$ cat src/rtl/tc_pl_acp_wr_master.sv
// AXI3 ACP write master: one BURST_LEN x 64-bit INCR burst per en/rdy request from the ACP TX sequencer.
// Optional watchdog (wr_timeout) is built only when ACP_WR_TIMEOUT_EN is defined.
`timescale 1ns/1ps
module tc_pl_acp_wr_master #(
  parameter int unsigned BURST_LEN   = 16,
  parameter logic [3:0]  AWCACHE     = 4'b1111,
  parameter logic [4:0]  AWUSER      = 5'b00001,
  parameter int unsigned TIMEOUT_CYC = 4096
) (
  input  logic        clk,
  input  logic        rst,
  input  logic        acp_tx_en,
  output logic        acp_tx_rdy,
  input  logic [31:0] acp_tx_awaddr,
  input  logic [2:0]  acp_tx_awid,
  input  logic [63:0] acp_tx_wdata,
  output logic        acp_tx_wdreq,
  output logic [31:0] m_axi_awaddr,
  output logic [2:0]  m_axi_awid,
  output logic [3:0]  m_axi_awlen,
  output logic [2:0]  m_axi_awsize,
  output logic [1:0]  m_axi_awburst,
  output logic [3:0]  m_axi_awcache,
  output logic [2:0]  m_axi_awprot,
  output logic [4:0]  m_axi_awuser,
  output logic        m_axi_awvalid,
  input  logic        m_axi_awready,
  output logic [63:0] m_axi_wdata,
  output logic [7:0]  m_axi_wstrb,
  output logic [2:0]  m_axi_wid,
  output logic        m_axi_wlast,
  output logic        m_axi_wvalid,
  input  logic        m_axi_wready,
  input  logic [2:0]  m_axi_bid,
  input  logic [1:0]  m_axi_bresp,
  input  logic        m_axi_bvalid,
  output logic        m_axi_bready,
  output logic        wr_err,
  output logic [1:0]  wr_err_code,
  output logic [31:0] wr_burst_cnt,
  output logic        wr_timeout
);

  typedef enum logic [1:0] {ST_IDLE, ST_AW, ST_W, ST_B} state_t;

  localparam logic [3:0] LAST_BEAT = 4'(BURST_LEN - 1);

  state_t      state_q, state_d;
  logic        awvalid_q, awvalid_d;
  logic        wvalid_q, wvalid_d;
  logic        wlast_q, wlast_d;
  logic        bready_q, bready_d;
  logic        rdy_q, rdy_d;
  logic [31:0] addr_q, addr_d;
  logic [2:0]  id_q, id_d;
  logic [3:0]  beat_q, beat_d;
  logic [3:0]  beat_inc;
  logic        err_q, err_d;
  logic [1:0]  err_code_q, err_code_d;
  logic [31:0] cnt_q, cnt_d;

  assign beat_inc = beat_q + 4'd1;

  // NOTE: every variable gets its hold value first so no path through the case leaves one unassigned (no latches).
  always_comb begin
    state_d    = state_q;
    awvalid_d  = awvalid_q;
    wvalid_d   = wvalid_q;
    wlast_d    = wlast_q;
    bready_d   = bready_q;
    rdy_d      = 1'b0;
    addr_d     = addr_q;
    id_d       = id_q;
    beat_d     = beat_q;
    err_d      = err_q;
    err_code_d = err_code_q;
    cnt_d      = cnt_q;
    case (state_q)
      ST_IDLE: begin
        // The rdy guard keeps a still-high en from being taken in the 2nd rdy cycle.
        if (acp_tx_en && !rdy_q) begin
          addr_d    = {acp_tx_awaddr[31:3], 3'b000};
          id_d      = acp_tx_awid;
          awvalid_d = 1'b1;
          state_d   = ST_AW;
          if (acp_tx_awaddr[6:0] != 7'd0) begin
            if (!err_q) err_code_d = 2'b00;
            err_d = 1'b1;
          end
        end
      end
      ST_AW: begin
        if (m_axi_awready) begin
          awvalid_d = 1'b0;
          rdy_d     = 1'b1;
          state_d   = ST_W;
        end
      end
      ST_W: begin
        if (!wvalid_q) begin
          // First cycle in W: data becomes valid one cycle after the 1st rdy.
          wvalid_d = 1'b1;
          wlast_d  = (LAST_BEAT == 4'd0);
        end else if (m_axi_wready) begin
          if (beat_q == LAST_BEAT) begin
            wvalid_d = 1'b0;
            wlast_d  = 1'b0;
            beat_d   = 4'd0;
            bready_d = 1'b1;
            state_d  = ST_B;
          end else begin
            beat_d  = beat_inc;
            wlast_d = (beat_inc == LAST_BEAT);
          end
        end
      end
      ST_B: begin
        if (m_axi_bvalid) begin
          bready_d = 1'b0;
          rdy_d    = 1'b1;
          cnt_d    = cnt_q + 32'd1;
          state_d  = ST_IDLE;
          if ((m_axi_bresp != 2'b00) || (m_axi_bid != id_q)) begin
            if (!err_q) err_code_d = m_axi_bresp;
            err_d = 1'b1;
          end
        end
      end
      default: state_d = ST_IDLE;
    endcase
  end

  // NOTE: sequential state uses non-blocking assignments so all registers update together at the edge.
  always_ff @(posedge clk) begin
    if (rst) begin
      state_q    <= ST_IDLE;
      awvalid_q  <= 1'b0;
      wvalid_q   <= 1'b0;
      wlast_q    <= 1'b0;
      bready_q   <= 1'b0;
      rdy_q      <= 1'b0;
      addr_q     <= '0;
      id_q       <= '0;
      beat_q     <= '0;
      err_q      <= 1'b0;
      err_code_q <= 2'b00;
      cnt_q      <= '0;
    end else begin
      state_q    <= state_d;
      awvalid_q  <= awvalid_d;
      wvalid_q   <= wvalid_d;
      wlast_q    <= wlast_d;
      bready_q   <= bready_d;
      rdy_q      <= rdy_d;
      addr_q     <= addr_d;
      id_q       <= id_d;
      beat_q     <= beat_d;
      err_q      <= err_d;
      err_code_q <= err_code_d;
      cnt_q      <= cnt_d;
    end
  end

`ifdef ACP_WR_TIMEOUT_EN
  localparam int unsigned TW = ($clog2(TIMEOUT_CYC + 1) > 16) ? $clog2(TIMEOUT_CYC + 1) : 16;

  logic [TW-1:0] wd_q;
  logic          timeout_q;
  logic          any_hs;

  assign any_hs = (awvalid_q & m_axi_awready) | (wvalid_q & m_axi_wready) | (bready_q & m_axi_bvalid);

  // Watchdog only flags a stall; the FSM keeps waiting so the AXI protocol is never violated.
  always_ff @(posedge clk) begin
    if (rst) begin
      wd_q      <= '0;
      timeout_q <= 1'b0;
    end else if ((state_q == ST_IDLE) || any_hs) begin
      wd_q <= '0;
    end else if (wd_q != TW'(TIMEOUT_CYC)) begin
      wd_q <= wd_q + TW'(1);
      if (wd_q == TW'(TIMEOUT_CYC - 1)) timeout_q <= 1'b1;
    end
  end

  assign wr_timeout = timeout_q;
`else
  assign wr_timeout = 1'b0;
`endif

  assign acp_tx_rdy    = rdy_q;
  assign acp_tx_wdreq  = wvalid_q & m_axi_wready;
  assign m_axi_awaddr  = addr_q;
  assign m_axi_awid    = id_q;
  assign m_axi_awlen   = LAST_BEAT;
  assign m_axi_awsize  = 3'b011;
  assign m_axi_awburst = 2'b01;
  assign m_axi_awcache = AWCACHE;
  assign m_axi_awprot  = 3'b000;
  assign m_axi_awuser  = AWUSER;
  assign m_axi_awvalid = awvalid_q;
  assign m_axi_wdata   = acp_tx_wdata;
  assign m_axi_wstrb   = 8'hFF;
  assign m_axi_wid     = id_q;
  assign m_axi_wlast   = wlast_q;
  assign m_axi_wvalid  = wvalid_q;
  assign m_axi_bready  = bready_q;
  assign wr_err        = err_q;
  assign wr_err_code   = err_code_q;
  assign wr_burst_cnt  = cnt_q;

endmodule
$ cat config.mk
export PLATFORM = sky130hd
export DESIGN_NAME = tc_pl_acp_wr_master
export DESIGN_NICKNAME = d
export VERILOG_FILES = /design/src/rtl/tc_pl_acp_wr_master.sv
export SDC_FILE = /design/constraint.sdc
export NUM_CORES = 1
export LEC_CHECK = 0
export CORE_MARGIN = 5
export CORE_UTILIZATION = 33
export CTS_CLUSTER_DIAMETER = 120
export CTS_CLUSTER_SIZE = 8
export DETAILED_ROUTE_END_ITERATION = 16
export GPL_ROUTABILITY_DRIVEN = 0
export HOLD_SLACK_MARGIN = 0.05
export MAX_ROUTING_LAYER = met4
export PLACE_DENSITY_LB_ADDON = 0.08
export SLEW_MARGIN = 0
export SYNTH_ARGS = -nofsm -noshare
export SYNTH_HDL_FRONTEND = slang
export SYNTH_SLANG_ARGS = --single-unit
$ cat constraint.sdc
create_clock -name clk -period 1.58 [get_ports clk]
set_input_delay 0.316 -clock clk [delete_from_list [all_inputs] [get_ports clk]]
set_output_delay 0.316 -clock clk [all_outputs]
set_load 0.01 [all_outputs]
# Word-level counts from Yosys, hierarchy flattened
# Cells that the tools add are included.
# word_totals
output_inout_bits,173
register_bits,78
elab_cells,87
# op_classes
add_sub_neg,2
n_reduce_logical,18
n_eq_ne,17
bitwise,1
n_mux,37
# op_table
cell,n
32-bit by 1-bit adder with 32-bit output (second input constant),1
2-bit two-way mux,12
2-bit inequality test (second input constant),11
1-bit two-way mux,18
5-bit AND reduction,2
4-bit equality test (second input constant),2
1-bit case mux with 2 select lines,4
2-bit case mux with 4 select lines,1
2-bit nonzero test,4
7-bit AND reduction,1
7-bit nonzero test,1
2-bit AND reduction,3
3-bit AND reduction,2
6-bit AND reduction,1
4-bit by 1-bit adder with 4-bit output (second input constant),1
2-bit equality test (second input constant),2
4-bit two-way mux,1
2-bit case mux with 2 select lines,1
3-bit inequality test,1
2-bit by 1-bit equality test with 1-bit output (second input constant),1
2-bit logical NOT,1
1-bit AND,1
1-bit logical AND,1
1-bit logical NOT,1
1-bit logical OR,1

# Logic depth before layout (Yosys ltp)
# Gate-level depths: netlist of the first run.
# depth
word_depth,5
ltp_mapped,7

# Worst setup path before layout of the first run
# No wires, ideal clock.
# synth_path
path_type,reg-to-reg
start,register state_q[0]
end,"register err_code_q[0], in the netlist wr_err_code[0]"
synth_period_minus_slack_ns,1.726
setup_slack_ns,-0.146
arrival_time_ns,1.655
stages_incl_launch_ff,7
path_cell_list,dfxtp_1 -> ha_1 -> clkbuf_1 -> nor2b_1 -> a211o_1 -> nor4_2 -> mux2i_1
# synth_via
elab_chain_len,3
word_cells_on_any_way,11
# synth_lines
element,line_no,text
"start, declared",48,"state_t state_q, state_d;"
"start signal, assigned",149,state_q <= state_d;
2-bit equality test or 2-bit logical NOT (tied branches),78,case (state_q)
2-bit inequality test (no line) or 2-bit nonzero test (tied branches),--,
7-bit AND reduction (no line),--,
"end signal, assigned",159,err_code_q <= err_code_d;
"end, declared",59,"logic [1:0] err_code_q, err_code_d;"
# Parallel ways exist; a longest one is shown, timed or not.
# A chain may end at the register's enable or synchronous reset.

# Worst setup path in the final report of the first run
# layout_path
start,register state_q[1]
end,"register err_code_q[1], in the netlist wr_err_code[1]"
# The elaborated chain is that of the path after synthesis.

==> results of run 1 <==
-- power breakdown --
part           leakage, nW  internal, W  switching, W
Combinational         1.93      0.00111       0.00104
Sequential           0.646      0.00222      0.000166
Clock                0.160      0.00141      0.000846
Total                 2.74      0.00473       0.00205
-- cell usage in the layout (no fill, tap or decap), drive strengths merged, types with 5 or more instances in the layout --
master | Yosys | layout
a21oi | 60 | 60
and4 | 6 | 6
buf | 106 | 71
clkbuf | 18 | 12
clkdlybuf4s50 | 0 | 64
conb | 2 | 33
dfxtp | 78 | 78
dlygate4sd2 | 0 | 42
dlymetal6s2s | 0 | 14
ha | 8 | 8
inv | 8 | 8
nand2 | 82 | 82
nand3 | 18 | 19
nand4 | 10 | 13
nor2 | 20 | 20
nor3 | 5 | 5
nor4 | 5 | 5
o21ai | 7 | 7
o31ai | 15 | 15
or4 | 15 | 15
xnor2 | 5 | 5
xor2 | 11 | 11
-- cell usage after synthesis (all sizes together), types with 3 or more instances --
| cell type | number |
|---|---|
| xor2 | 11 |
| xnor2 | 5 |
| nand2b | 4 |
| clkbuf | 18 |
| dfxtp | 78 |
| or3 | 4 |
| nor2b | 3 |
| nand3b | 4 |
| nand4 | 10 |
| buf | 106 |
| and4 | 6 |
| nand2 | 82 |
| or4 | 15 |
| and3 | 4 |
| nand3 | 18 |
| nor2 | 20 |
| inv | 8 |
| o31ai | 15 |
| nor3 | 5 |
| o21ai | 7 |
| ha | 8 |
| a21oi | 60 |
| nor4 | 5 |
-- repair_timing --
item | 4_1_cts | 5_1_grt
pin swaps | 7 | 21
gates resized for setup | 71 | 60
hold buffers | 0 | 0
setup buffers | 2 | 9
cloned | 1 | 3
setup endpoints to repair | 75 | 39
-- kinds of logic after synthesis --
logic type	synth area share, %
buf+inv	21.1
compound gates	12.5
mux	0.745
other cells	0.179
flops	37.2
simple gates	22.5
xor+xnor	3.34
fa+ha+maj	2.39
-- through the flow --
step / utilization [%] / power, W / worst slack [ps] / instance area [um^2] / hold slack, ps
global placement: 43.2 / 0.00438 / -418 / 5430 / 442
detailed placement: 43.2 / 0.00440 / -465 / 5430 / 448
global route: 49.0 / 0.00718 / -137 / 6160 / 448
floorplan: - / 0.00362 / 0.463 / 4390 / 452
CTS: 46.5 / 0.00674 / -81.5 / 5840 / 405
finish: 49.0 / 0.00678 / -44.9 / 6160 / 410
-- routing by layer --
metal / global-route usage [%] / wire [um]
met1: 18.5 / 4880
met2: 24.0 / 5810
met3: 5.07 / 823
met4: 6.72 / 256
met5: - / 0
-- cell type report --
type	instances	area (um^2)
clock buffers	12	278
flip-flops and latches	78	1600
well taps	172	215
repair buffers	191	1770
clock inverters	4	51.3
inverters	8	37.5
fillers	1214	6410
multi-input cells	339	2200
-- worst reg2reg max path, cell delays in order, from the launching register on --
cell and delay [ps]:
dfxtp_4 360, ha_4 180, buf_6 120, nor2b_4 130
a211o_1 270, nor4_4 290, mux2i_1 210
-- registers in the layout, indices dropped and copies added, names as in the netlist --
name and count:
m_axi_bready 1, beat_q 4, m_axi_wvalid 1, wr_err_code 2, state_q 2, wr_err 1
m_axi_wlast 1, acp_tx_rdy 1, m_axi_awvalid 1, m_axi_awid 3, wr_burst_cnt 32, m_axi_awaddr 29
-- worst max-delay path by stage --
| stage | start | to | slack [ps] | cells after the start |
|---|---|---|---|---|
| detailed placement | m_axi_bvalid | wr_burst_cnt[29] | -470 | 5 |
| floorplan | wr_burst_cnt[8] | wr_burst_cnt[31] | 0.5 | 5 |
| global route | state_q[1] | wr_err_code[0] | -140 | 6 |
| CTS | state_q[1] | wr_burst_cnt[31] | -80 | 5 |
| global placement | m_axi_bvalid | wr_burst_cnt[29] | -420 | 5 |
| finish | state_q[1] | wr_err_code[1] | -40 | 6 |
==> impl_metrics.py, run 1 <==
metrics = {
    "run_status": {
        "status": "complete, but fails checks",
        "failed_checks": "setup timing",
    },
    "sta": {
        "setup_ws_ps": -44.9,
        "timing.setup.tns_ps": -282,
        "finalCritPeriodShare_pct": 103,
        "timing_hold_violations_final": 0,
        "final_report_max_slew_violation_count": 0,
        "timing.clock.skew_ps": 5.73,
        "unrepaired_setup_endpoints_after_global_routing": "yes",
        "final-setup-viol-count": 13,
        "clock.fmax_mhz": 615,
        "finalCriticalPeriod_ps": 1620,
    },
    "critical_path": {
        "timing.reg2reg.worst_path_depth": 6,
        "rrSetupSlack_ps": -40,
        "timing_worst_setup_path_type": "reg2reg",
        "critPathTopFamily": "simple AND/OR/NAND/NOR gates",
        "worstPathMaxFanout": 5,
        "rr_startpoint": "state_q[1]",
        "critical_path.reg2reg.endpoint": "wr_err_code[1]",
        "worst_setup_path_start_kind": "flop",
        "cp.required_ps": 1850,
        "setup.worst_path.end_class": "flop",
        "path_cells": "ha_4, buf_6, nor2b_4, a211o_1, nor4_4, mux2i_1",
        "worst_path_max_delay_cell": "dfxtp_4",
        "critical_path.n_buffers_inverters": 1,
        "cp.arrival_ps": 1890,
        "cpPeakStageDelay_ps": 360,
    },
    "pwr": {
        "power_density_mw_per_mm2": 1100,
        "peakVddDrop_v": 0.000616,
        "total_leakage_power_nw": 2.74,
    },
    "grt": {
        "grt_overflow": 0,
        "grt_pass1_wl_mm": 18.1,
        "grtUsageTotal_pct": 15.5,
        "largest_net_degree_at_the_start_of_global_routing": 34,
        "antenna_found_initial": 0,
        "number_of_global_route_vias_before_repair": 3686,
    },
    "die": {
        "io_pins": 283,
        "die_y_um": 123,
        "die_area_mm2": 0.0151,
        "initial_core_utilization_pct": 33.4,
        "placeableCoreArea_mm2": 0.0126,
        "die-width_um": 123,
        "fp-row-count": 41,
    },
    "routing": {
        "antenna_violating_nets_post_route": 0,
        "wirelength_mm": 11.8,
        "detail_route.first_pass.iterations": 4,
        "via_per_inst": 4.78,
        "initialDrtViolationCount": 222,
        "routed-via-count": 3844,
        "wl_per_cell_um": 14.6,
        "drc_errors": 0,
    },
    "layout": {
        "num-nets-final": 745,
        "layout-drive-gt1-share_pct": 26.4,
        "syn2layout_area_growth_pct": 46.8,
        "antenna_cells_inserted": 0,
        "post_layout_nonfiller_instances": 804,
    },
    "logic_synthesis": {
        "ys_types": 45,
        "yosys_register_bits": 78,
        "postSynth.asyncResetShare_pct": 0,
        "yosys.area.top_type": "dfxtp_1",
        "top_reg_cell_synth": "dfxtp_1",
        "post_synthesis_sequential_area_ratio_pct": 37.2,
        "synth.area.top_cells": "dfxtp_1 37%, buf_4 18%, nand2_1 7.3%",
        "synthesis.instances": 514,
        "netlist_area_mm2": 0.00420,
        "synth_edf_count": 0,
        "mean_instance_size_in_the_synthesized_netlist_um2": 8.16,
        "synthDominantCellAreaShare_pct": 37.2,
        "yosys_warnings": 0,
    },
    "min_path": {
        "holdPathEnd": "beat_q[2]",
        "min_from": "rst",
        "hold_path.class": "in2reg",
        "timing.hold.worst_path_depth": 2,
    },
    "clock_network": {
        "tritoncts.num_buffers": 9,
        "clkSinkCount": 78,
        "clk_latency_ps": 340,
        "cts_tree": "yes",
        "clkTransAtPathRegs_ps": 60,
        "cts_root_buffer": "clkbuf_16",
        "cts.htree.levels": 3,
        "cts_max_path_buffers": 2,
    },
    "placed_design": {
        "place.detailed.instances": 773,
        "place_hpwl_mm": 8.29,
        "numPortBuffers": 121,
    },
    "job": {
        "number_of_violations_of_the_max_capacitance_limit": 0,
    },
}
Note: power is estimated with default switching activity, not from simulation.
==> run 2: changes to the inputs <==
--- a/config.mk
+++ b/config.mk
@@ -8,7 +8,6 @@
 export CORE_MARGIN = 5
 export CORE_UTILIZATION = 33
 export CTS_CLUSTER_DIAMETER = 120
-export CTS_CLUSTER_SIZE = 8
 export DETAILED_ROUTE_END_ITERATION = 16
 export GPL_ROUTABILITY_DRIVEN = 0
 export HOLD_SLACK_MARGIN = 0.05
==> results of run 2 <==
The final DEF is identical to that of run 1; final timing and power are the same.
==> run 3: changes to the inputs <==
--- a/config.mk
+++ b/config.mk
@@ -12,8 +12,8 @@
 export GPL_ROUTABILITY_DRIVEN = 0
 export HOLD_SLACK_MARGIN = 0.05
 export MAX_ROUTING_LAYER = met4
-export PLACE_DENSITY_LB_ADDON = 0.08
-export SLEW_MARGIN = 0
+export PLACE_DENSITY = 0.79
+export SLEW_MARGIN = 20
 export SYNTH_ARGS = -nofsm -noshare
 export SYNTH_HDL_FRONTEND = slang
 export SYNTH_SLANG_ARGS = --single-unit
==> impl_metrics.py, run 3 (synthesis results as in run 1) <==
metrics = {
    "pwr": {
        "power_density_mw_per_mm2": 1090,
        "total_leakage_power_nw": 2.67,
        "peakVddDrop_v": 0.000768,
    },
    "clock_network": {
        "cts_tree": "yes",
        "cts_max_path_buffers": 2,
        "cts.htree.levels": 3,
        "tritoncts.num_buffers": 9,
        "cts_root_buffer": "clkbuf_16",
        "cts.hold.buffers_added": 0,
        "clkSinkCount": 78,
        "clkTransAtPathRegs_ps": 60,
        "clk_latency_ps": 340,
    },
    "layout": {
        "syn2layout_area_growth_pct": 43.4,
        "antenna_cells_inserted": 0,
        "count_of_filler_cells_inserted_in_the_layout": 1210,
        "num-nets-final": 745,
        "most-common-layout-cells": "81 x nand2_1, 65 x clkdlybuf4s50_1, 61 x buf_4",
        "layout_commonest_cell": "nand2_1",
        "multi_input_area_mm2": 0.00211,
        "layout-drive-gt1-share_pct": 23.9,
        "largest_reg_flops": 32,
        "post_layout_nonfiller_instances": 804,
        "seq_area_mm2": 0.00160,
    },
    "critical_path": {
        "cp.required_ps": 1840,
        "worst_path_max_delay_cell": "or4_1",
        "critPathTopFamily": "simple AND/OR/NAND/NOR gates",
        "setup.worst_path.end_class": "flop",
        "timing_worst_setup_path_type": "reg2reg",
        "critical_path.n_buffers_inverters": 0,
        "worstPathMaxFanout": 6,
        "path_cells": "ha_4, and4_4, nand4_4, or4_1, a21oi_2",
        "cp.arrival_ps": 1910,
        "cpPeakStageDelay_ps": 470,
        "worst_setup_path_start_kind": "flop",
    },
    "die": {
        "die_area_mm2": 0.0151,
        "io_pins": 283,
        "initial_core_utilization_pct": 33.4,
        "die_y_um": 123,
        "placeableCoreArea_mm2": 0.0126,
        "die-width_um": 123,
        "fp-row-count": 41,
    },
    "routing": {
        "initialDrtViolationCount": 177,
        "antenna_violating_nets_post_route": 0,
        "wl_per_cell_um": 13.9,
        "drc_errors": 0,
        "routed-via-count": 3766,
        "via_per_inst": 4.68,
        "detail_route.first_pass.iterations": 4,
        "wirelength_mm": 11.1,
    },
    "run_status": {
        "status": "complete, but fails checks",
        "failed_checks": "setup timing",
    },
    "job": {
        "number_of_violations_of_the_max_capacitance_limit": 0,
    },
    "sta": {
        "finalCriticalPeriod_ps": 1650,
        "unrepaired_setup_endpoints_after_global_routing": "yes",
        "timing_hold_violations_final": 0,
        "timing.clock.skew_ps": 4.51,
        "clock.fmax_mhz": 607,
        "final-setup-viol-count": 6,
        "finalCritPeriodShare_pct": 104,
        "setup_ws_ps": -67.9,
        "final_report_max_slew_violation_count": 0,
    },
    "grt": {
        "number_of_global_route_vias_before_repair": 3449,
        "grt_pass1_wl_mm": 16.8,
        "largest_net_degree_at_the_start_of_global_routing": 22,
        "grt_overflow": 0,
        "grtUsageTotal_pct": 14.5,
        "antenna_found_initial": 0,
    },
    "placed_design": {
        "post-place-ws_ps": -443,
        "place_hpwl_mm": 8.23,
        "place.detailed.instances": 779,
        "numPortBuffers": 121,
    },
    "min_path": {
        "hold_path.class": "in2reg",
    },
}
run 3: repair_timing:
action	4_1_cts	5_1_grt
endpoints found under the setup margin	74	47
pin swaps	9	21
resized for setup	72	44
gates cloned	1	1
setup buffers	3	4
run 3: layout make-up:
type / instances / area share [%]
multi-input cells: 337 / 35.1
clock inverters: 7 / 1.08
inverters: 8 / 0.582
flip-flops and latches: 78 / 26.6
clock buffers: 9 / 3.74
well taps: 172 / 3.58
repair buffers: 193 / 29.4
run 3: power breakdown:
part	internal, W	switching [W]
logic	0.00111	0.00103
clock network	0.00121	0.000822
registers	0.00222	0.000149
total	0.00454	0.00200
run 3: final timing paths:
| kind | from | to | slack (ps) | cells past startpoint |
|---|---|---|---|---|
| worst min register to register | m_axi_awaddr[10] | m_axi_awaddr[10] | 450 | 2 |
| worst max-delay path | state_q[0] | wr_burst_cnt[27] | -70 | 5 |
| worst min-delay path | rst | m_axi_awvalid | 390 | 2 |
| worst max register to register | state_q[0] | wr_burst_cnt[27] | -70 | 5 |
run 3: layer usage:
layer	track usage, %	up-vias	part of all wire (%)
li1	-	1871	-
met1	15.9	1721	39
met3	6.22	41	9.5
met2	22.9	133	48
met5	-	-	0
met4	6.65	0	2.9
run 3: stage by stage:
step           setup TNS [ps]  utilization [%]  area (um^2)  total power, W  hold WS [ps]
5_1_grt                 -1440             47.9         6020         0.00694           414
4_1_cts                  -438             46.3         5810         0.00656           389
6_report                 -264             47.9         6020         0.00654           394
3_5_place_dp            -9580             43.3         5450         0.00441           446
2_1_floorplan               0                -         4390         0.00362           452
3_3_place_gp            -8460             43.3         5450         0.00439           440
==> edit 1 (config.mk and constraints of run 1) <==
Encoding of `state_t`: now one-hot (4 bits for 4 states).
--- a/src/rtl/tc_pl_acp_wr_master.sv
+++ b/src/rtl/tc_pl_acp_wr_master.sv
@@ -41,7 +41,7 @@
   output logic        wr_timeout
 );
 
-  typedef enum logic [1:0] {ST_IDLE, ST_AW, ST_W, ST_B} state_t;
+  typedef enum logic [3:0] {ST_IDLE = 4'b0001, ST_AW = 4'b0010, ST_W = 4'b0100, ST_B = 4'b1000} state_t;
 
   localparam logic [3:0] LAST_BEAT = 4'(BURST_LEN - 1);
 
Function: same outputs for any inputs over 10 cycles, from zero or initial values and one cycle with rst high; not proved beyond that.
==> edit 1 against run 1 <==
The flow still finishes with violations (negative setup slack); non-clock buffer count is 18 higher; synthesized cell count up 2.9%; design area rose by 10%; setup slack lost 0.26 ns; maximum frequency down 14%; sequential cell count increased by 2; synthesized area is 0.57% higher; cell count increased by 3.6%; clock skew fell by 0.0020 ns; routed wire length up 5.8%.
Power is not compared: it rests on default switching activity, and its combinational part moved more than twofold at a synthesized area within 25%.
==> edit 1: results (changes against run 1) <==
largest cells by area after synthesis dfxtp_1 (38%), buf_4 (18%), nand2_1 (7.6%), a21oi_1 (6.3%), xnor2_1 (5.2%); status finished with violations; via count 3,833 (-0.29%); Lkg Pwr around 3.2 nW; drt wl/cell 14.95 um (+2.1%); clk_lat worst skew 0.34 ns (about the same); Synth cell types 42 (-6.7%); clk root buf clkbuf_16; count of port buffers added during placement 121 (unchanged); Top FF cell, synth dfxtp_1; maximum fanout along the worst path 6 (+1); max cap viols 0 (unchanged); failing checks negative setup slack; Post-synth EDFFs 0 (unchanged); worst rel slew slack between 60% and 70%; Final WS setup -0.3071 ns (-0.2622 ns); layout cell share with drive strength beyond 1 33.79% (+7.4 points); HPWL Detailed 8.337 mm (+0.55%); Max VDD drop 0.5010 mV; H-tree depth 3 (unchanged); Clock Tree Buf Depth 2 (unchanged); initial antenna violation count 1 (+1); DRT iter0 DRCs 157 (-29%); sequential area share after synthesis 37.95% (+0.74 points); Commonest cells post-synth buf_4 (100), nand2_1 (85), dfxtp_1 (80); total clock buffers created by CTS 9 (unchanged); worst clock skew 0.003752 ns (-0.001981 ns); largest net degree at the start of global routing 36 (+5.9%); worst endpoint data arrival time 2.16 ns (+0.27 ns); Fillers 1,177 (-3.0%); FFs w/ async S/R, synth 0% (unchanged); Worst-path clk slew 0.06 ns (about the same); Hold/Removal Path Class in -> reg; final setup fails 62 (+49); nets 768 (+3.1%); vias in the first global route 3,598 (-2.4%); final hold viol count 0 (unchanged); GRT Util Overall 15.48% (-0.035 points); first-pass GRT wire length 17.95 mm (-0.80%); Worst Setup SP state_q[1]; Largest register FFs 32 (unchanged); Routed Antenna Nets 0 (unchanged); first drt pass iteration count 7 (+3)
edit 1: power by group:
part / switching [mW] / internal, mW
logic: 0.486 / 0.485
registers: 0.0502 / 2.10
clock network: 0.843 / 1.42
total: 1.38 / 4.00
edit 1: path summary, 6_finish.rpt:
check | endpoint | slack, ns | cells past startpoint
worst max-delay path | wr_burst_cnt[28] | -0.31 | 5
worst min-delay path | wr_burst_cnt[25] | 0.33 | 2
worst max register to register | wr_burst_cnt[28] | -0.31 | 5
worst min register to register | m_axi_awaddr[15] | 0.46 | 2
edit 1: final cells by class:
class                      instances  share of cell area [%]
multi-input combinational        344                   37.38
timing repair buffer             209                   30.17
sequential                        80                   23.91
clock buffer                      10                   3.514
tap                              172                   3.164
clock inverter                     6                   1.214
inverter                          11                  0.6071
antenna                            1                 0.03679
edit 1: through the flow:
stage	TNS [ns]	std cells	worst slack (ns)	cell area, um2	hold slack [ns]
after floorplan	-9.789	560	-0.5159	4519	0.4520
after global placement	-12.75	797	-0.6325	5648	0.4422
after detailed placement	-13.96	797	-0.6162	5648	0.4453
after CTS	-4.487	822	-0.3002	6243	0.3183
after global routing	-13.68	833	-0.3986	6802	0.3351
final	-7.168	833	-0.3071	6802	0.3311
edit 1: worst max-delay path, stage by stage (launching register included):
cell and delay, ns:
dfxtp_2 0.34, nor4b_4 0.34, nand3_4 0.10, or4_4 0.58, or3_1 0.33, a21oi_1 0.13
edit 1: cell families after synthesis:
logic type                 share of synthesized area, %
and+or+nand+nor                                   24.01
buffers and inverters                             21.40
DFF                                               37.95
AOI/OAI and AO/OA                                 9.013
xor gates and xnor gates                          6.018
adders and majority gates                        0.8895
other                                            0.1779
muxes                                            0.5336
edit 1: layer usage:
| metal | track usage [%] | share of wire, % | vias up |
|---|---|---|---|
| met3 | 4.117 | 7.3 | 31 |
| met4 | 6.851 | 2.3 | 0 |
| met2 | 24.15 | 47 | 130 |
| li1 | - | - | 1884 |
| met1 | 18.87 | 44 | 1788 |
| met5 | - | 0 | - |
edit 1: repair_timing:
action / 4_1_cts / 5_1_grt
setup buffers: 8 / 10
pin swaps: 24 / 78
endpoints found under the setup margin: 112 / 78
gates cloned: 2 / 3
gates resized for setup: 90 / 122
hold buffers: 0 / 0
hold endpoints to repair: 0 / 0
==> edit 2 (config.mk and constraints of run 1) <==
Without the edit above. Build with the macro `ACP_WR_TIMEOUT_EN` defined.
--- a/src/rtl/tc_pl_acp_wr_master.sv
+++ b/src/rtl/tc_pl_acp_wr_master.sv
@@ -1,6 +1,8 @@
 // AXI3 ACP write master: one BURST_LEN x 64-bit INCR burst per en/rdy request from the ACP TX sequencer.
 // Optional watchdog (wr_timeout) is built only when ACP_WR_TIMEOUT_EN is defined.
 `timescale 1ns/1ps
+`define ACP_WR_TIMEOUT_EN
+
 module tc_pl_acp_wr_master #(
   parameter int unsigned BURST_LEN   = 16,
   parameter logic [3:0]  AWCACHE     = 4'b1111,
Check against the original RTL: same outputs for any inputs over 10 cycles, from zero or initial values and one cycle with rst high; that may be too few to reach the edited logic, so the function may still have changed.
==> edit 2 against run 1 <==
The run still ends with negative setup slack left; total power rose by 7.7%; synthesized area rose by 19%; clock skew increased by 0.0021 ns; sequential cell count increased by 17; synthesized cell count up 18%; routed wire length grew 20%; non-clock buffer count rose by 33; sequential share of layout area grew 1.1 points; design area increased by 18%; setup slack worse by 0.19 ns.
==> edit 2: results (changes against run 1) <==
status finished with violations; failing checks negative setup slack; nets 867 (+16%); WL final 14.08 mm (+20%); DRT iter0 DRCs 182 (-18%); Synth cell types 50 (+11%); synth warn 0 (unchanged); Max VDD drop 0.5625 mV (-8.8%); Hold/Removal Path Class reg -> reg; clk_lat worst skew 0.35 ns; sequential area share after synthesis 38.09% (+0.88 points); Largest register FFs 32 (unchanged); dpl ws -0.5534 ns (-0.08810 ns); GRT Util Overall 16.08% (+0.57 points); Area after DPL 6475 um2 (+19%); via density per instance 4.806 (+0.52%); final setup fails 25 (+12); largest cells by area after synthesis dfxtp_1 (38%), buf_4 (15%), a21oi_1 (6.7%), nand2_1 (6.5%), or4_1 (3.2%); Final WS setup -0.2319 ns (-0.1870 ns); Fillers 1,482 (+22%); largest net degree at the start of global routing 83 (+140%); worst clock skew 0.007876 ns (+0.002144 ns); HPWL Detailed 9.844 mm (+19%); Commonest cells post-synth buf_4 (99), dfxtp_1 (95), nand2_1 (87); M1 GR Usage 18.20% (-0.30 points); vias in the first global route 4,538 (+23%); maximum fanout along the worst path 7 (+2); layout cell share with drive strength beyond 1 26.67% (+0.24 points); worst endpoint data arrival time 2.09 ns (+0.20 ns); first-pass GRT wire length 22.51 mm (+24%); clk root buf clkbuf_16; Lkg Pwr 3.284 nW (+20%); count of port buffers added during placement 122 (+0.83%)
edit 2: area by class of cell:
type	instances	area, um2	share of cell area [%]
clock buffer	12	236.5	3.255
multi-input combinational	402	2638	36.30
clock inverter	2	35.03	0.4822
timing repair buffer	224	2102	28.93
inverter	15	56.30	0.7749
tap	188	235.2	3.237
sequential	95	1963	27.02
edit 2: what timing repair did:
action / CTS / global route
setup endpoints to repair: 74 / 102
setup buffers: 19 / 6
pin swaps: 31 / 27
cloned: 1 / 1
gates resized for setup: 86 / 63
edit 2: power by group:
part           leakage (nW)  internal [mW]  total, mW  switching (mW)
logic                  2.36           1.19       2.35            1.16
clock network         0.132           1.21       2.11           0.898
registers             0.788           2.66       2.85           0.189
total                  3.28           5.06       7.31            2.25
edit 2: worst max-delay path: stages (launching register included):
cell	delay (ns)
dfxtp_2	0.35
nand3_2	0.09
or4_4	0.60
buf_6	0.16
or4_4	0.41
a21oi_2	0.13
edit 2: worst paths after layout:
check                                       from          endpoint  slack (ns)  cells after the start
worst max-delay path             wr_burst_cnt[4]  wr_burst_cnt[24]       -0.23                      5
worst min-delay path            m_axi_awaddr[30]  m_axi_awaddr[30]        0.45                      2
worst max register to register   wr_burst_cnt[4]  wr_burst_cnt[24]       -0.23                      5
worst min register to register  m_axi_awaddr[30]  m_axi_awaddr[30]        0.45                      2
edit 2: layer usage:
layer	vias to the layer above	wire length, um
met4	0	294
li1	2246	-
met2	129	6641
met5	-	0
met1	2100	6094
met3	33	1046
edit 2: metrics by stage:
stage	total power [mW]	hold WS (ns)	instances	TNS [ns]	util [%]
global placement	5.042	0.4414	899	-19.37	43.07
finish	7.307	0.4513	938	-3.542	48.33
global route	7.769	0.4729	938	-5.804	48.33
floorplan	4.194	0.4515	638	-3.338	-
detailed placement	5.063	0.4487	899	-20.12	43.07
CTS	7.288	0.4559	933	-3.930	46.53
edit 2: kinds of logic (layout without fill, tap and decap cells):
kind of cell | Yosys count | after routing | synth area share, %
AOI/OAI and AO/OA | 107 | 107 | 12.60
xor gates and xnor gates | 25 | 25 | 4.385
adders and majority gates | 10 | 10 | 2.506
buffers and inverters | 142 | 253 | 18.34
DFF | 95 | 95 | 38.09
muxes | 4 | 4 | 0.8269
other | 2 | 32 | 0.1504
and+or+nand+nor | 223 | 224 | 23.10
